File: config.mk
export PLATFORM = sky130hd
export DESIGN_NAME = trace_stream_tx_flat
export DESIGN_NICKNAME = d
export VERILOG_FILES = /design/src/rtl/trace_stream_tx_if.sv /design/src/rtl/trace_stream_tx.sv /design/src/flat_wrapper.sv
export SDC_FILE = /design/constraint.sdc
export NUM_CORES = 1
export LEC_CHECK = 0
export BUFFER_PORTS_ARGS = -buffer_cell sky130_fd_sc_hd__buf_2
export CELL_PAD_IN_SITES_DETAIL_PLACEMENT = 1
export CELL_PAD_IN_SITES_GLOBAL_PLACEMENT = 2
export CORE_UTILIZATION = 30
export DETAILED_ROUTE_END_ITERATION = 7
export HOLD_SLACK_MARGIN = 0.03
export PLACE_DENSITY_LB_ADDON = 0.1
export SLEW_MARGIN = 40
export SYNTH_ARGS = -nofsm -noshare
export SYNTH_HDL_FRONTEND = slang
export SYNTH_SLANG_ARGS = --single-unit
File: constraint.sdc
create_clock -name clk_in -period 8.83 [get_ports clk_in]
set_clock_uncertainty 0.15 [all_clocks]
set_input_delay 0.883 -clock clk_in [delete_from_list [all_inputs] [get_ports clk_in]]
set_output_delay 0.883 -clock clk_in [all_outputs]
set_load 0.005 [all_outputs]
File: src/rtl/trace_stream_tx_if.sv
// Trace output link between trace_stream_tx (master) and its sink (slave).
//
// Handshake: a word transfers on a rising edge where tx_valid & tx_ready are
// both 1. Once tx_valid is raised, tx_data and tx_last hold stable until
// that transfer. tx_valid never depends combinationally on tx_ready, and
// the sink may drive tx_ready freely.
interface trace_stream_tx_if;
  logic [31:0] tx_data;
  logic        tx_valid;
  logic        tx_ready;
  logic        tx_last;

  modport master (output tx_data, output tx_valid, output tx_last, input tx_ready);
  modport slave  (input tx_data, input tx_valid, input tx_last, output tx_ready);
endinterface

File: src/rtl/trace_stream_tx.sv
// trace_stream_tx: commit-trace transmitter for the MIPS54 multicycle SoC.
// Watches pc/inst. Each pc change becomes a {pc, inst} record in a small
// FIFO, and the records are streamed out as 32-bit words (pc word, then
// inst word with tx_last=1).
// Optional macro TRACE_HDR_EN adds a leading header word per record:
// {8'hC3, seq[7:0], drop_count[15:0]}.
// fsm_state exposes the output FSM state for debug and checkers.
module trace_stream_tx #(
  parameter int          FIFO_DEPTH = 8,
  parameter logic [31:0] RESET_PC   = 32'h0040_0000,
  parameter int          CNT_W      = 16
) (
  input  logic             clk_in,
  input  logic             reset,
  input  logic [31:0]      pc,
  input  logic [31:0]      inst,
  input  logic             trace_en,
  trace_stream_tx_if.master tx,
  output logic             overflow,
  output logic [CNT_W-1:0] drop_count,
  output logic [1:0]       fsm_state
);
  localparam int AW = $clog2(FIFO_DEPTH);

  typedef enum logic [1:0] {
    IDLE      = 2'd0,
    SEND_PC   = 2'd1,
    SEND_INST = 2'd2
`ifdef TRACE_HDR_EN
    , SEND_HDR = 2'd3
`endif
  } state_t;

  logic [31:0] mem_pc   [FIFO_DEPTH];
  logic [31:0] mem_inst [FIFO_DEPTH];
  logic [AW:0] wr_ptr, rd_ptr;
  logic [31:0] prev_pc;
  logic        empty, full, pc_changed, push, pop;
  logic [31:0] head_pc, head_inst;

  state_t      state;
  logic [31:0] data_q;
  logic        valid_q, last_q;
  logic [31:0] hold_inst;
`ifdef TRACE_HDR_EN
  logic [31:0] hold_pc;
  logic [7:0]  seq;
  logic [7:0]  seq_hdr;
  logic [31:0] hdr_word;
`endif

  // Pointers carry one extra wrap bit so full and empty are distinguishable.
  assign empty      = (wr_ptr == rd_ptr);
  assign full       = (wr_ptr[AW-1:0] == rd_ptr[AW-1:0]) && (wr_ptr[AW] != rd_ptr[AW]);
  assign pc_changed = trace_en && (pc != prev_pc);
  assign push       = pc_changed && !full;
  // The transmitter takes a new record when it is free, or when the last
  // word of the current record is leaving on this edge.
  assign pop        = !empty && ((state == IDLE) || ((state == SEND_INST) && tx.tx_ready));
  assign head_pc    = mem_pc[rd_ptr[AW-1:0]];
  assign head_inst  = mem_inst[rd_ptr[AW-1:0]];

`ifdef TRACE_HDR_EN
  // A record starting from SEND_INST follows one completing on the same edge.
  assign seq_hdr  = (state == SEND_INST) ? seq + 8'd1 : seq;
  assign hdr_word = {8'hC3, seq_hdr, 16'(drop_count)};
`endif

  // FIFO storage; contents need no reset because the pointers define validity.
  always_ff @(posedge clk_in) begin
    if (push) begin
      mem_pc[wr_ptr[AW-1:0]]   <= pc;
      mem_inst[wr_ptr[AW-1:0]] <= inst;
    end
  end

  // Capture side: change detection, push, and drop accounting.
  always_ff @(posedge clk_in) begin
    if (!reset) begin
      wr_ptr     <= '0;
      prev_pc    <= RESET_PC;
      overflow   <= 1'b0;
      drop_count <= '0;
    end else if (trace_en) begin
      prev_pc <= pc;
      if (pc_changed) begin
        if (full) begin
          overflow <= 1'b1;
          if (drop_count != '1) drop_count <= drop_count + 1'b1;
        end else begin
          wr_ptr <= wr_ptr + 1'b1;
        end
      end
    end
  end

  // Output FSM with registered link outputs; pops load the hold registers.
  always_ff @(posedge clk_in) begin
    if (!reset) begin
      state     <= IDLE;
      rd_ptr    <= '0;
      data_q    <= '0;
      valid_q   <= 1'b0;
      last_q    <= 1'b0;
      hold_inst <= '0;
`ifdef TRACE_HDR_EN
      hold_pc   <= '0;
      seq       <= '0;
`endif
    end else begin
      if (pop) begin
        rd_ptr    <= rd_ptr + 1'b1;
        hold_inst <= head_inst;
`ifdef TRACE_HDR_EN
        hold_pc   <= head_pc;
`endif
      end
      case (state)
        IDLE: begin
          if (!empty) begin
            valid_q <= 1'b1;
            last_q  <= 1'b0;
`ifdef TRACE_HDR_EN
            data_q  <= hdr_word;
            state   <= SEND_HDR;
`else
            data_q  <= head_pc;
            state   <= SEND_PC;
`endif
          end
        end
`ifdef TRACE_HDR_EN
        SEND_HDR: begin
          if (tx.tx_ready) begin
            data_q <= hold_pc;
            last_q <= 1'b0;
            state  <= SEND_PC;
          end
        end
`endif
        SEND_PC: begin
          if (tx.tx_ready) begin
            data_q <= hold_inst;
            last_q <= 1'b1;
            state  <= SEND_INST;
          end
        end
        SEND_INST: begin
          if (tx.tx_ready) begin
`ifdef TRACE_HDR_EN
            seq <= seq + 8'd1;
`endif
            if (!empty) begin
              last_q <= 1'b0;
`ifdef TRACE_HDR_EN
              data_q <= hdr_word;
              state  <= SEND_HDR;
`else
              data_q <= head_pc;
              state  <= SEND_PC;
`endif
            end else begin
              valid_q <= 1'b0;
              last_q  <= 1'b0;
              state   <= IDLE;
            end
          end
        end
        default: state <= IDLE;
      endcase
    end
  end

  assign tx.tx_data  = data_q;
  assign tx.tx_valid = valid_q;
  assign tx.tx_last  = last_q;
  assign fsm_state   = state;

endmodule

File: src/flat_wrapper.sv
// flat-port wrapper written by rule: the top's interface ports become plain ports
module trace_stream_tx_flat 
#(
  parameter int          FIFO_DEPTH = 8,
  parameter logic [31:0] RESET_PC   = 32'h0040_0000,
  parameter int          CNT_W      = 16
)
  (clk_in, reset, pc, inst, trace_en, overflow, drop_count, fsm_state, tx_tx_data, tx_tx_valid, tx_tx_last, tx_tx_ready);
  trace_stream_tx_if tx_i ();
  input  logic clk_in;
  input  logic reset;
  input  logic [31:0] pc;
  input  logic [31:0] inst;
  input  logic trace_en;
  output logic overflow;
  output logic [CNT_W-1:0] drop_count;
  output logic [1:0] fsm_state;
  output wire logic [$bits(tx_i.tx_data)-1:0] tx_tx_data;
  output wire logic [$bits(tx_i.tx_valid)-1:0] tx_tx_valid;
  output wire logic [$bits(tx_i.tx_last)-1:0] tx_tx_last;
  input wire logic [$bits(tx_i.tx_ready)-1:0] tx_tx_ready;
  assign tx_tx_data = tx_i.tx_data;
  assign tx_tx_valid = tx_i.tx_valid;
  assign tx_tx_last = tx_i.tx_last;
  assign tx_i.tx_ready = tx_tx_ready;
  trace_stream_tx #(.FIFO_DEPTH(FIFO_DEPTH), .RESET_PC(RESET_PC), .CNT_W(CNT_W)) u_core (.clk_in(clk_in), .reset(reset), .pc(pc), .inst(inst), .trace_en(trace_en), .tx(tx_i), .overflow(overflow), .drop_count(drop_count), .fsm_state(fsm_state));
endmodule
==> flow_summary.json <==
{
  "synth.distinct_cells": 48,
  "arrival_ns": 4.25,
  "numClockSinks": 640,
  "status": "finished, violations left",
  "slew_violations": 0,
  "die_y_um": 288,
  "dpl-instance-area_mm2": 0.0265,
  "rsz0062_at_grt": "false",
  "postSynth.asyncResetShare_pct": 0,
  "drtIter0Drc": 618,
  "utilization_pct": 35.8,
  "power.density_mw_per_mm2": 282,
  "final_cell_mix": "edfxtp_1 (512), mux4_2 (128), dfxtp_1 (122)",
  "cts_resized": 0,
  "vdd_drop_max_mv": 0.213,
  "avgRoutedWirePerCell_um": 24.0,
  "finalWorstSetupSlack_ns": 4.66,
  "final_common_cell": "edfxtp_1",
  "seq_area_mm2": 0.0180,
  "synth_top_area_share_pct": 62.5,
  "first_pass_iters": 6,
  "crit_fanout": 37,
  "ys_ff_latch": 640,
  "place_hpwl_um": 36500,
  "dieWidth_um": 288,
  "design_area_mm2": 0.0289,
  "initial_core_util_pct": 30.5,
  "synth_fp_nets": 1431,
  "first_global_vias": 13500,
  "setup-violations-final": 0,
  "hold_violations": 0,
  "yosys.area.top_type": "edfxtp_1",
  "power_leakage_nw": 9.35,
  "drc_errors": 14,
  "cts_tree": "built",
  "grt_antenna_before_repair": 4,
  "holdPathEnd": "u_core.tx.tx_data[25]",
  "cts_setup_buffers": 0,
  "synth_area_mm2": 0.0246,
  "core_mm2": 0.0808,
  "setup-tns-final_ns": 0,
  "worstSetupEndpointType": "flop",
  "synth_ff_type": "edfxtp_1",
  "wl_um": 63000,
  "finalNonFillerCells": 2625,
  "path_cells": "buf_4 -> xor2_1 -> nor4_4 -> nand2b_1 -> nor2_1 -> and4b_4 -> buf_4",
  "slew_headroom_pct": 46.5,
  "ant_nets": 0,
  "place_inst": 2486,
  "grtUsageTotal_pct": 15.4,
  "syn-instance-count": 1360,
  "worstMarginPinSlew_ns": 0.802,
  "pin_count": 121,
  "crit_slowest_cell": "and4b_4",
  "yosys_warnings": 0,
  "violations": "design-rule violations",
  "row_count": 104,
  "hold_start": "u_core.tx.tx_data[25]",
  "overflow": 0,
  "num_vias": 12600,
  "period_minus_slack_ns": 4.17,
  "synth_edf_count": 512,
  "place_ws_ns": 4.15,
  "grt_start_max_net_pins": 85,
  "post-route-period-util_pct": 47.2,
  "ctsRootBufferMaster": "clkbuf_16",
  "cts_hold_buffers": 0,
  "grt_first_pass_wirelength_um": 92500,
  "syn_area_per_cell_um2": 18.1,
  "slowest_delay_ns": 0.75,
  "gp_congestion": 0.673,
  "areaGrowthSynthToFinish_pct": 17.6,
  "ctsHtreeMaxLevel": 3,
  "dieArea_mm2": 0.0832,
  "ff2ff_path_depth": 7,
  "nets": 1573,
  "drv_cap": 0,
  "fill_cells": 7980,
  "reg2reg_slack_ns": 4.66,
  "cts_buffer_depth": 3,
  "r2r-start": "u_core.rd_ptr[1]",
  "clk_latency_ns": 0.62,
  "synth_seq_area_share_pct": 72.9,
  "drive_gt1_share_pct": 25.8,
  "required_ns": 8.91,
  "clkSlewWorstSetupHoldPaths_ns": 0.06,
  "viasPerCell": 4.79,
  "numCtsBuffers": 74,
  "timing.rr.end": "u_core.mem_inst[3][12]",
  "multi_input_area_mm2": 0.00636,
  "worstHoldPathType": "reg -> reg",
  "fmax_mhz": 240,
  "synthTopCellsByArea": "edfxtp_1 (62%), mux4_2 (12%), dfxtp_1 (10%)",
  "portBuffers": 120,
  "crit_top_cell": "buf_4",
  "start_kind": "flop",
  "hold-path-cell-count": 2,
  "worstSetupPathType": "reg -> reg"
}
==> state kept, by name, indices dropped and copies added, names as in the netlist, 2 cells and up, named ones only <==
register and cells:
u_core.drop_count 16, u_core.fsm_state 2, u_core.hold_inst 32, u_core.mem_inst 256
u_core.mem_pc 256, u_core.prev_pc 32, u_core.rd_ptr 4, u_core.tx.tx_data 32
u_core.wr_ptr 4
==> metal layers <==
| layer | vias up | GRT usage, % | share of wire [%] |
|---|---|---|---|
| li1 | 5713 | - | - |
| met1 | 6574 | 21.1 | 46 |
| met2 | 203 | 25.1 | 48 |
| met3 | 76 | 2.69 | 4.2 |
| met4 | 2 | 4.42 | 1.9 |
| met5 | - | 0 | 0.021 |
==> critical path, delay by kind of cell, from the launching register on <==
kind / cells / cell delay, ns
flops: 1 / 0.31
buf+inv: 2 / 1.32
simple gates: 4 / 1.52
xor+xnor: 1 / 0.43
==> power breakdown <==
part	switching [mW]	internal, mW	leakage (nW)
Combinational	0.819	0.621	2.46
Clock	1.20	1.86	1.18
Sequential	0.184	3.48	5.71
==> layout make-up <==
class	count	share of cell area [%]
Antenna cell	3	0.0259
Clock buffer	110	7.30
Clock inverter	26	1.09
Inverter	5	0.0735
Multi-Input combinational cell	633	22.0
Sequential cell	640	62.0
Tap cell	1060	4.58
Timing Repair Buffer	148	2.91
==> synthesized netlist by cell type (all sizes together), types with 2 or more instances <==
master / number
a21o: 32
a21oi: 79
nor2: 81
nor3b: 3
xor2: 5
edfxtp: 512
buf: 40
nand3: 8
and3: 4
or4: 7
nand2: 50
or3: 2
xnor2: 35
inv: 5
a211oi: 33
nor2b: 2
nor4b: 2
and4b: 2
clkbuf: 42
nor4: 4
dfxtp: 128
o311ai: 3
mux4: 128
nand4: 12
ha: 3
nand2b: 8
o31ai: 7
mux2i: 104
nor3: 4
o21ai: 4
o41ai: 2
==> logic make-up after synthesis <==
family,count (synthesis),synth area share (%)
flops,640,72.9
mux,232,15.9
simple gates,195,3.85
compound gates,163,4.15
buf+inv,87,1.58
xor+xnor,40,1.45
fa+ha+maj,3,0.153
==> per-stage QoR <==
stage | power (mW) | hold slack, ns
final | 8.16 | 0.298
after global placement | 5.19 | 0.294
after global routing | 8.56 | 0.325
after floorplan | 4.66 | 0.298
after CTS | 8.32 | 0.303
after detailed placement | 5.21 | 0.295
==> how the worst max path moves through the flow <==
stage          slack [ns]                endpoint  cells after the start        startpoint
2_1_floorplan        1.49   u_core.mem_inst[4][0]                      7            pc[22]
3_3_place_gp         3.59   u_core.mem_inst[0][5]                      8             pc[8]
3_5_place_dp         4.15  u_core.mem_inst[3][10]                      8            pc[29]
4_1_cts              4.58     u_core.mem_pc[3][4]                      7  u_core.rd_ptr[1]
5_1_grt              4.42     u_core.mem_pc[3][5]                      7  u_core.rd_ptr[1]
6_report             4.66  u_core.mem_inst[3][12]                      7  u_core.rd_ptr[1]
No activity file was read; power rests on OpenSTA's default activity.
